--- src/rtl/alu_sequencer.sv ---
// Multi-cycle controller sequencing the 8-bit 6502 ALU: owns N/V/Z/C and performs two-pass ADD16.
// Optional decimal-mode ADC correction pass enabled by ALU_SEQUENCER_DECIMAL_EN.
module alu_sequencer (
    input  logic       clk,
    input  logic       resetn,
    input  logic       req_valid,
    output logic       req_ready,
    input  logic [2:0] req_op,
    input  logic [7:0] req_a,
    input  logic [7:0] req_b,
    input  logic [7:0] req_hi,
    input  logic       dec_mode,
    input  logic       flag_wr_en,
    input  logic [3:0] flag_wr_data,
    output logic [2:0] alu_control,
    output logic [7:0] alu_AI,
    output logic [7:0] alu_BI,
    output logic       alu_carry_in,
    input  logic [7:0] alu_Y,
    input  logic       alu_carry_out,
    output logic       rsp_valid,
    output logic [7:0] rsp_y,
    output logic [7:0] rsp_y_hi,
    output logic       rsp_page_cross,
    output logic       flag_n,
    output logic       flag_v,
    output logic       flag_z,
    output logic       flag_c
);

    localparam int unsigned DW   = 8;
    localparam int unsigned OPW  = 3;
    localparam int unsigned FLW  = 4;

    localparam logic [OPW-1:0] OP_ADC   = 3'b000;
    localparam logic [OPW-1:0] OP_SBC   = 3'b001;
    localparam logic [OPW-1:0] OP_AND   = 3'b010;
    localparam logic [OPW-1:0] OP_ORA   = 3'b011;
    localparam logic [OPW-1:0] OP_EOR   = 3'b100;
    localparam logic [OPW-1:0] OP_LSR   = 3'b101;
    localparam logic [OPW-1:0] OP_ADD16 = 3'b110;

    localparam logic [2:0] ALU_ADD = 3'b000;
    localparam logic [2:0] ALU_SR  = 3'b001;
    localparam logic [2:0] ALU_AND = 3'b010;
    localparam logic [2:0] ALU_OR  = 3'b011;
    localparam logic [2:0] ALU_XOR = 3'b100;

    typedef enum logic [2:0] {
        IDLE    = 3'd0,
        EXEC_LO = 3'd1,
        EXEC_HI = 3'd2,
`ifdef ALU_SEQUENCER_DECIMAL_EN
        BCD_FIX = 3'd4,
`endif
        DONE    = 3'd3
    } state_t;

    state_t         state_q, state_d;
    logic [OPW-1:0] op_q, op_d;
    logic [DW-1:0]  a_q, a_d;
    logic [DW-1:0]  hi_q, hi_d;
    logic [DW-1:0]  y_lo_q, y_lo_d;
    logic           lo_carry_q, lo_carry_d;
    logic [2:0]     ctl_q, ctl_d;
    logic [DW-1:0]  ai_q, ai_d;
    logic [DW-1:0]  bi_q, bi_d;
    logic           cin_q, cin_d;
    logic           req_ready_q, req_ready_d;
    logic           rsp_valid_q, rsp_valid_d;
    logic [DW-1:0]  rsp_y_q, rsp_y_d;
    logic [DW-1:0]  rsp_y_hi_q, rsp_y_hi_d;
    logic           rsp_pc_q, rsp_pc_d;
    logic [FLW-1:0] flags_q, flags_d;   // {N,V,Z,C}
    logic           to_done;
    logic           v_bin;

`ifdef ALU_SEQUENCER_DECIMAL_EN
    logic           dec_q, dec_d;
    logic           v_bin_q, v_bin_d;
    logic           hi_adj_q, hi_adj_d;
    logic [4:0]     lo_sum;
    logic [8:0]     bin_res;
    logic           lo_adj, hi_adj;
`else
    logic           dec_mode_unused;
    assign dec_mode_unused = dec_mode;
`endif

    // Next-state, operand capture, ALU drive and flag computation
    always_comb begin
        state_d     = state_q;
        op_d        = op_q;
        a_d         = a_q;
        hi_d        = hi_q;
        y_lo_d      = y_lo_q;
        lo_carry_d  = lo_carry_q;
        ctl_d       = ctl_q;
        ai_d        = ai_q;
        bi_d        = bi_q;
        cin_d       = cin_q;
        rsp_valid_d = 1'b0;
        rsp_y_d     = rsp_y_q;
        rsp_y_hi_d  = rsp_y_hi_q;
        rsp_pc_d    = rsp_pc_q;
        flags_d     = flags_q;
        to_done     = 1'b0;
        v_bin       = ~(ai_q[7] ^ bi_q[7]) & (ai_q[7] ^ alu_Y[7]);
`ifdef ALU_SEQUENCER_DECIMAL_EN
        dec_d       = dec_q;
        v_bin_d     = v_bin_q;
        hi_adj_d    = hi_adj_q;
        lo_sum      = 5'(ai_q[3:0]) + 5'(bi_q[3:0]) + 5'(cin_q);
        lo_adj      = lo_sum > 5'd9;
        bin_res     = {alu_carry_out, alu_Y};
        hi_adj      = (bin_res > 9'h099) || ((bin_res + (lo_adj ? 9'd6 : 9'd0)) > 9'h099);
`endif

        case (state_q)
            IDLE: begin
                ctl_d = ALU_ADD;
                ai_d  = '0;
                bi_d  = '0;
                cin_d = 1'b0;
                if (req_valid && req_ready_q) begin
                    op_d    = req_op;
                    a_d     = req_a;
                    hi_d    = req_hi;
                    state_d = EXEC_LO;
`ifdef ALU_SEQUENCER_DECIMAL_EN
                    dec_d   = dec_mode && (req_op == OP_ADC);
`endif
                    case (req_op)
                        OP_ADC:   begin ai_d = req_a; bi_d = req_b;  cin_d = flags_q[0]; end
                        OP_SBC:   begin ai_d = req_a; bi_d = ~req_b; cin_d = flags_q[0]; end
                        OP_AND:   begin ctl_d = ALU_AND; ai_d = req_a; bi_d = req_b; end
                        OP_ORA:   begin ctl_d = ALU_OR;  ai_d = req_a; bi_d = req_b; end
                        OP_EOR:   begin ctl_d = ALU_XOR; ai_d = req_a; bi_d = req_b; end
                        OP_LSR:   begin ctl_d = ALU_SR;  ai_d = req_a; end
                        OP_ADD16: begin ai_d = req_a; bi_d = req_b; end
                        default:  ;
                    endcase
                end
            end
            EXEC_LO: begin
                to_done = 1'b1;
                case (op_q)
                    OP_ADC, OP_SBC: begin
                        rsp_y_d = alu_Y;
                        flags_d = {alu_Y[7], v_bin, alu_Y == 8'h00, alu_carry_out};
`ifdef ALU_SEQUENCER_DECIMAL_EN
                        // Decimal ADC: keep the binary result and queue the nibble correction
                        if (dec_q) begin
                            to_done  = 1'b0;
                            rsp_y_d  = rsp_y_q;
                            flags_d  = flags_q;
                            v_bin_d  = v_bin;
                            hi_adj_d = hi_adj;
                            ctl_d    = ALU_ADD;
                            ai_d     = alu_Y;
                            bi_d     = {hi_adj ? 4'h6 : 4'h0, lo_adj ? 4'h6 : 4'h0};
                            cin_d    = 1'b0;
                            state_d  = BCD_FIX;
                        end
`endif
                    end
                    OP_AND, OP_ORA, OP_EOR: begin
                        rsp_y_d    = alu_Y;
                        flags_d[3] = alu_Y[7];
                        flags_d[1] = alu_Y == 8'h00;
                    end
                    OP_LSR: begin
                        rsp_y_d = alu_Y;
                        flags_d = {1'b0, flags_q[2], alu_Y == 8'h00, a_q[0]};
                    end
                    OP_ADD16: begin
                        to_done    = 1'b0;
                        y_lo_d     = alu_Y;
                        lo_carry_d = alu_carry_out;
                        ctl_d      = ALU_ADD;
                        ai_d       = hi_q;
                        bi_d       = '0;
                        cin_d      = alu_carry_out;
                        state_d    = EXEC_HI;
                    end
                    default: rsp_y_d = a_q;
                endcase
                if (to_done) begin
                    rsp_y_hi_d = '0;
                    rsp_pc_d   = 1'b0;
                end
            end
            EXEC_HI: begin
                to_done    = 1'b1;
                rsp_y_d    = y_lo_q;
                rsp_y_hi_d = alu_Y;
                rsp_pc_d   = lo_carry_q;
            end
`ifdef ALU_SEQUENCER_DECIMAL_EN
            BCD_FIX: begin
                to_done    = 1'b1;
                rsp_y_d    = alu_Y;
                rsp_y_hi_d = '0;
                rsp_pc_d   = 1'b0;
                flags_d    = {alu_Y[7], v_bin_q, alu_Y == 8'h00, hi_adj_q};
            end
`endif
            DONE:    state_d = IDLE;
            default: state_d = IDLE;
        endcase

        if (to_done) begin
            state_d     = DONE;
            rsp_valid_d = 1'b1;
            ctl_d       = ALU_ADD;
            ai_d        = '0;
            bi_d        = '0;
            cin_d       = 1'b0;
        end

        // Direct flag load overrides any same-edge op update
        if (flag_wr_en) begin
            flags_d = flag_wr_data;
        end

        req_ready_d = (state_d == IDLE);
    end

    always_ff @(posedge clk) begin
        if (!resetn) begin
            state_q     <= IDLE;
            op_q        <= '0;
            a_q         <= '0;
            hi_q        <= '0;
            y_lo_q      <= '0;
            lo_carry_q  <= 1'b0;
            ctl_q       <= ALU_ADD;
            ai_q        <= '0;
            bi_q        <= '0;
            cin_q       <= 1'b0;
            req_ready_q <= 1'b0;
            rsp_valid_q <= 1'b0;
            rsp_y_q     <= '0;
            rsp_y_hi_q  <= '0;
            rsp_pc_q    <= 1'b0;
            flags_q     <= '0;
`ifdef ALU_SEQUENCER_DECIMAL_EN
            dec_q       <= 1'b0;
            v_bin_q     <= 1'b0;
            hi_adj_q    <= 1'b0;
`endif
        end else begin
            state_q     <= state_d;
            op_q        <= op_d;
            a_q         <= a_d;
            hi_q        <= hi_d;
            y_lo_q      <= y_lo_d;
            lo_carry_q  <= lo_carry_d;
            ctl_q       <= ctl_d;
            ai_q        <= ai_d;
            bi_q        <= bi_d;
            cin_q       <= cin_d;
            req_ready_q <= req_ready_d;
            rsp_valid_q <= rsp_valid_d;
            rsp_y_q     <= rsp_y_d;
            rsp_y_hi_q  <= rsp_y_hi_d;
            rsp_pc_q    <= rsp_pc_d;
            flags_q     <= flags_d;
`ifdef ALU_SEQUENCER_DECIMAL_EN
            dec_q       <= dec_d;
            v_bin_q     <= v_bin_d;
            hi_adj_q    <= hi_adj_d;
`endif
        end
    end

    assign req_ready      = req_ready_q;
    assign alu_control    = ctl_q;
    assign alu_AI         = ai_q;
    assign alu_BI         = bi_q;
    assign alu_carry_in   = cin_q;
    assign rsp_valid      = rsp_valid_q;
    assign rsp_y          = rsp_y_q;
    assign rsp_y_hi       = rsp_y_hi_q;
    assign rsp_page_cross = rsp_pc_q;
    assign {flag_n, flag_v, flag_z, flag_c} = flags_q;

endmodule

--- config.mk ---
export PLATFORM = sky130hd
export DESIGN_NAME = alu_sequencer
export DESIGN_NICKNAME = d
export VERILOG_FILES = /design/src/rtl/alu_sequencer.sv
export SDC_FILE = /design/constraint.sdc
export NUM_CORES = 1
export LEC_CHECK = 0
export CAP_MARGIN = 15
export CORE_ASPECT_RATIO = 0.5
export CORE_MARGIN = 5
export CORE_UTILIZATION = 25
export CTS_BUF_LIST = sky130_fd_sc_hd__clkbuf_8
export DETAILED_ROUTE_END_ITERATION = 16
export RECOVER_POWER = 25
export SLEW_MARGIN = 10
export SYNTH_ARGS = -nofsm -noshare
export SYNTH_HDL_FRONTEND = slang
export SYNTH_SLANG_ARGS = --single-unit
export TNS_END_PERCENT = 100
--- constraint.sdc ---
create_clock -name clk -period 2.4 [get_ports clk]
set_input_delay 0.6 -clock clk [delete_from_list [all_inputs] [get_ports clk]]
set_output_delay 0.6 -clock clk [all_outputs]
set_load 0.02 [all_outputs]
==> reports/qor.txt <==
Net Sw Power - 0.6725 mW
DR vias - 3,051
area share of fa/ha/maj cells after synthesis - 0%
slew margin rel. - 46.10%
total grt overflow - 0
Cell Pwr Density - 586.8 nW/um2
Final Core Density - 35.38%
First DRT Iteration DRCs - 261
Distinct cells, synth - 46
Total GRT Usage - 12.99%
Fin. Hold Viols - 0
mapped cell area - 3214 um2
Final Max Slew Viols - 0
average cell area after synthesis - 8.618 um2
clock slew at reported path FFs - 70 ps
Synth Area in Simple Gates - 21.64%
synthesis-to-layout area growth - 39.00%
CP Data Required Time - 2650 ps
Top Ports - 88
critical path endpoint - lo_carry_q$_SDFFE_PN0P_
final antenna-violating net count - 0
global-route wire length before repair - 15,910 um
clock buffer depth - 2
gpl congestion - 0.8030
clock skew - 7.915 ps
Initial Util - 25.46%
worst vdd ir - 0.0002166 V
leakage - 1.579 nW
standard cell core area - 12,630 um2
clock network fraction of total power - 35.5%
ys async rst share - 0%
mean number of vias per cell - 4.828
CTS Sinks - 74
Max-Cap Viols - 0
port buffer count - 86
gate count after technology mapping - 373
Detailed Routing Iterations Pass 1 - 5
initial antenna violation count - 0
R2R Path Start - state_q[0]$_SDFF_PN0_
routed len/inst - 15.57 um
most common cell after layout, fill and taps aside - clkdlybuf4s50_1
fin crit share - 84.25%
H-tree depth - 3
Die Y - 90.18 um
total CTS buffers - 9
Synth Area in Compound Gates - 26.63%
final number of setup-violating endpoints - 0
Post-route DRC - 0
XOR/XNOR Fraction of Synth Area - 0.2725%
post-synthesis net count - 418
main combinational cell family by area after synthesis - compound AO/OA/AOI/OAI gates
Synth Register Bits - 74
DP Wirelength - 7057 um
Total Wirelength - 9840 um
Final WS setup - 378.1 ps
CP Launch Type - flip-flop
outcome - completed
crit path time final - 2022 ps
Achievable Freq - 494.6 MHz
Post-synth EDFFs - 0
flop2flop setup slack - 380 ps
Switching Fraction - 25.65%
TNS Setup - 0 ps
clk root buf - clkbuf_8
layout cell share with drive strength beyond 1 - 7.792%
Primary FF master, synth - dfxtp_1
crit path from - state_q[0]$_SDFF_PN0_
Reg2Reg Depth - 4
Comb pwr share - 15.1%
Hold Path Class - reg -> reg
hold bufs inserted after CTS - 0
crit-path max FO - 10
non-filler cells, final - 632
antenna cell count - 0
CTS tree - yes
crit path kind - reg -> reg
fin nets - 503
Clk Latency, worst-skew pair - 350 ps
YS warnings - 0
Fin Hold WS - 452.6 ps
CP arrival - 2280 ps
CP endpoint kind - flip-flop
multiplexer area fraction after synthesis - 0.6228%
Post-CTS Setup Inserts - 0
die width - 170.4 um
Die Footprint - 15,360 um2
end of the worst register-to-register path - lo_carry_q$_SDFFE_PN0P_
post-cts resize count - 0
pin count of the biggest net entering global routing - 31
Worst-Margin Slew - 808.4 ps
Cell Int Power - 1.949 mW
most frequent cells in the layout - 84 x clkdlybuf4s50_1, 74 x dfxtp_1, 56 x nand2_1
unrepaired setup endpoints after global routing - no
sequential share of power - 49.5%
dpl cells - 617
sequential-to-total area share from yosys stat - 46.09%
Cell Rows - 29
Placement Setup Slack - 77.93 ps
vias in the first global route - 2,925
## metal layers
layer | part of all wire [%] | global-route usage [%] | vias to the layer above | wire length (um)
li1 | - | - | 1525 | -
met1 | 45 | 17.52 | 1454 | 4460
met2 | 47 | 19.32 | 68 | 4654
met3 | 6.8 | 4.514 | 4 | 668
met4 | 0.57 | 4.319 | 0 | 56
met5 | 0 | 0 | - | 0
## area by class of cell
cell class	instances	area, um2
Clock inverter	5	47.55
Fill cell	1343	8159
Multi-Input combinational cell	267	1574
Inverter	4	15.01
Timing Repair Buffer	102	999.7
Clock buffer	10	137.6
Sequential cell	74	1481
Tap cell	170	212.7
## cells in the mapped netlist (3+ instances only)
master	instances	area share (%)
nor3_1	11	1.7
nand3_1	3	0.47
and3_1	10	1.9
o21ai_0	19	3.0
nor2b_1	12	2.3
a21oi_1	40	6.2
nand2_1	56	6.5
a22oi_1	9	2.1
dfxtp_1	74	46
o2111ai_1	7	1.9
a221o_1	8	2.5
buf_2	5	0.78
clkbuf_1	17	2.0
a221oi_1	8	2.2
nor2_1	33	3.9
a211o_1	8	2.2
a22o_1	9	2.5
## worst max-delay path, cell delays in order, from the launching register on
cell and delay, ps:
dfxtp_1 530, or3b_1 570, nor2_1 530, mux2i_1 250, nor2_1 50
## worst min path at each step
stage	to	cells past startpoint	startpoint
after floorplan	a_q[1]$_SDFFE_PN0P_	2	a_q[1]$_SDFFE_PN0P_
after global placement	alu_control[2]$_SDFFE_PP0P_	2	alu_control[2]$_SDFFE_PP0P_
after detailed placement	a_q[5]$_SDFFE_PN0P_	2	a_q[5]$_SDFFE_PN0P_
after CTS	a_q[5]$_SDFFE_PN0P_	2	a_q[5]$_SDFFE_PN0P_
after global routing	a_q[4]$_SDFFE_PN0P_	2	a_q[4]$_SDFFE_PN0P_
final	a_q[5]$_SDFFE_PN0P_	2	a_q[5]$_SDFFE_PN0P_
## registers in the layout (all words and copies together) (netlist names)
name            cells
alu_BI              8
lo_carry_q          1
rsp_y               8
rsp_valid           1
state_q             3
req_ready           1
alu_AI              8
hi_q                8
alu_control         3
y_lo_q              8
a_q                 8
op_q                3
rsp_y_hi            8
flags_q             4
alu_carry_in        1
rsp_page_cross      1
## cells by family (layout without fill, tap and decap cells)
| logic type | after synthesis | in the layout |
|---|---|---|
| simple gates | 140 | 140 |
| compound gates | 123 | 123 |
| flops | 74 | 74 |
| buf+inv | 32 | 121 |
| mux | 2 | 2 |
| other cells | 1 | 1 |
| xor+xnor | 1 | 1 |
## metrics by stage
step                power (mW)  instance area [um2]
global route             2.760                 4468
floorplan                1.517                 3214
detailed placement       1.724                 4305
CTS                      2.670                 4491
finish                   2.622                 4468
global placement         1.722                 4305
## power groups by stage
stage | combinational [mW] | sequential [mW] | clock (mW)
global placement | 0.397 | 1.32 | 0
finish | 0.395 | 1.30 | 0.930
global route | 0.431 | 1.30 | 1.03
CTS | 0.402 | 1.30 | 0.971
detailed placement | 0.399 | 1.32 | 0
floorplan | 0.172 | 1.35 | 0
Note: power is estimated with default switching activity, not from simulation.
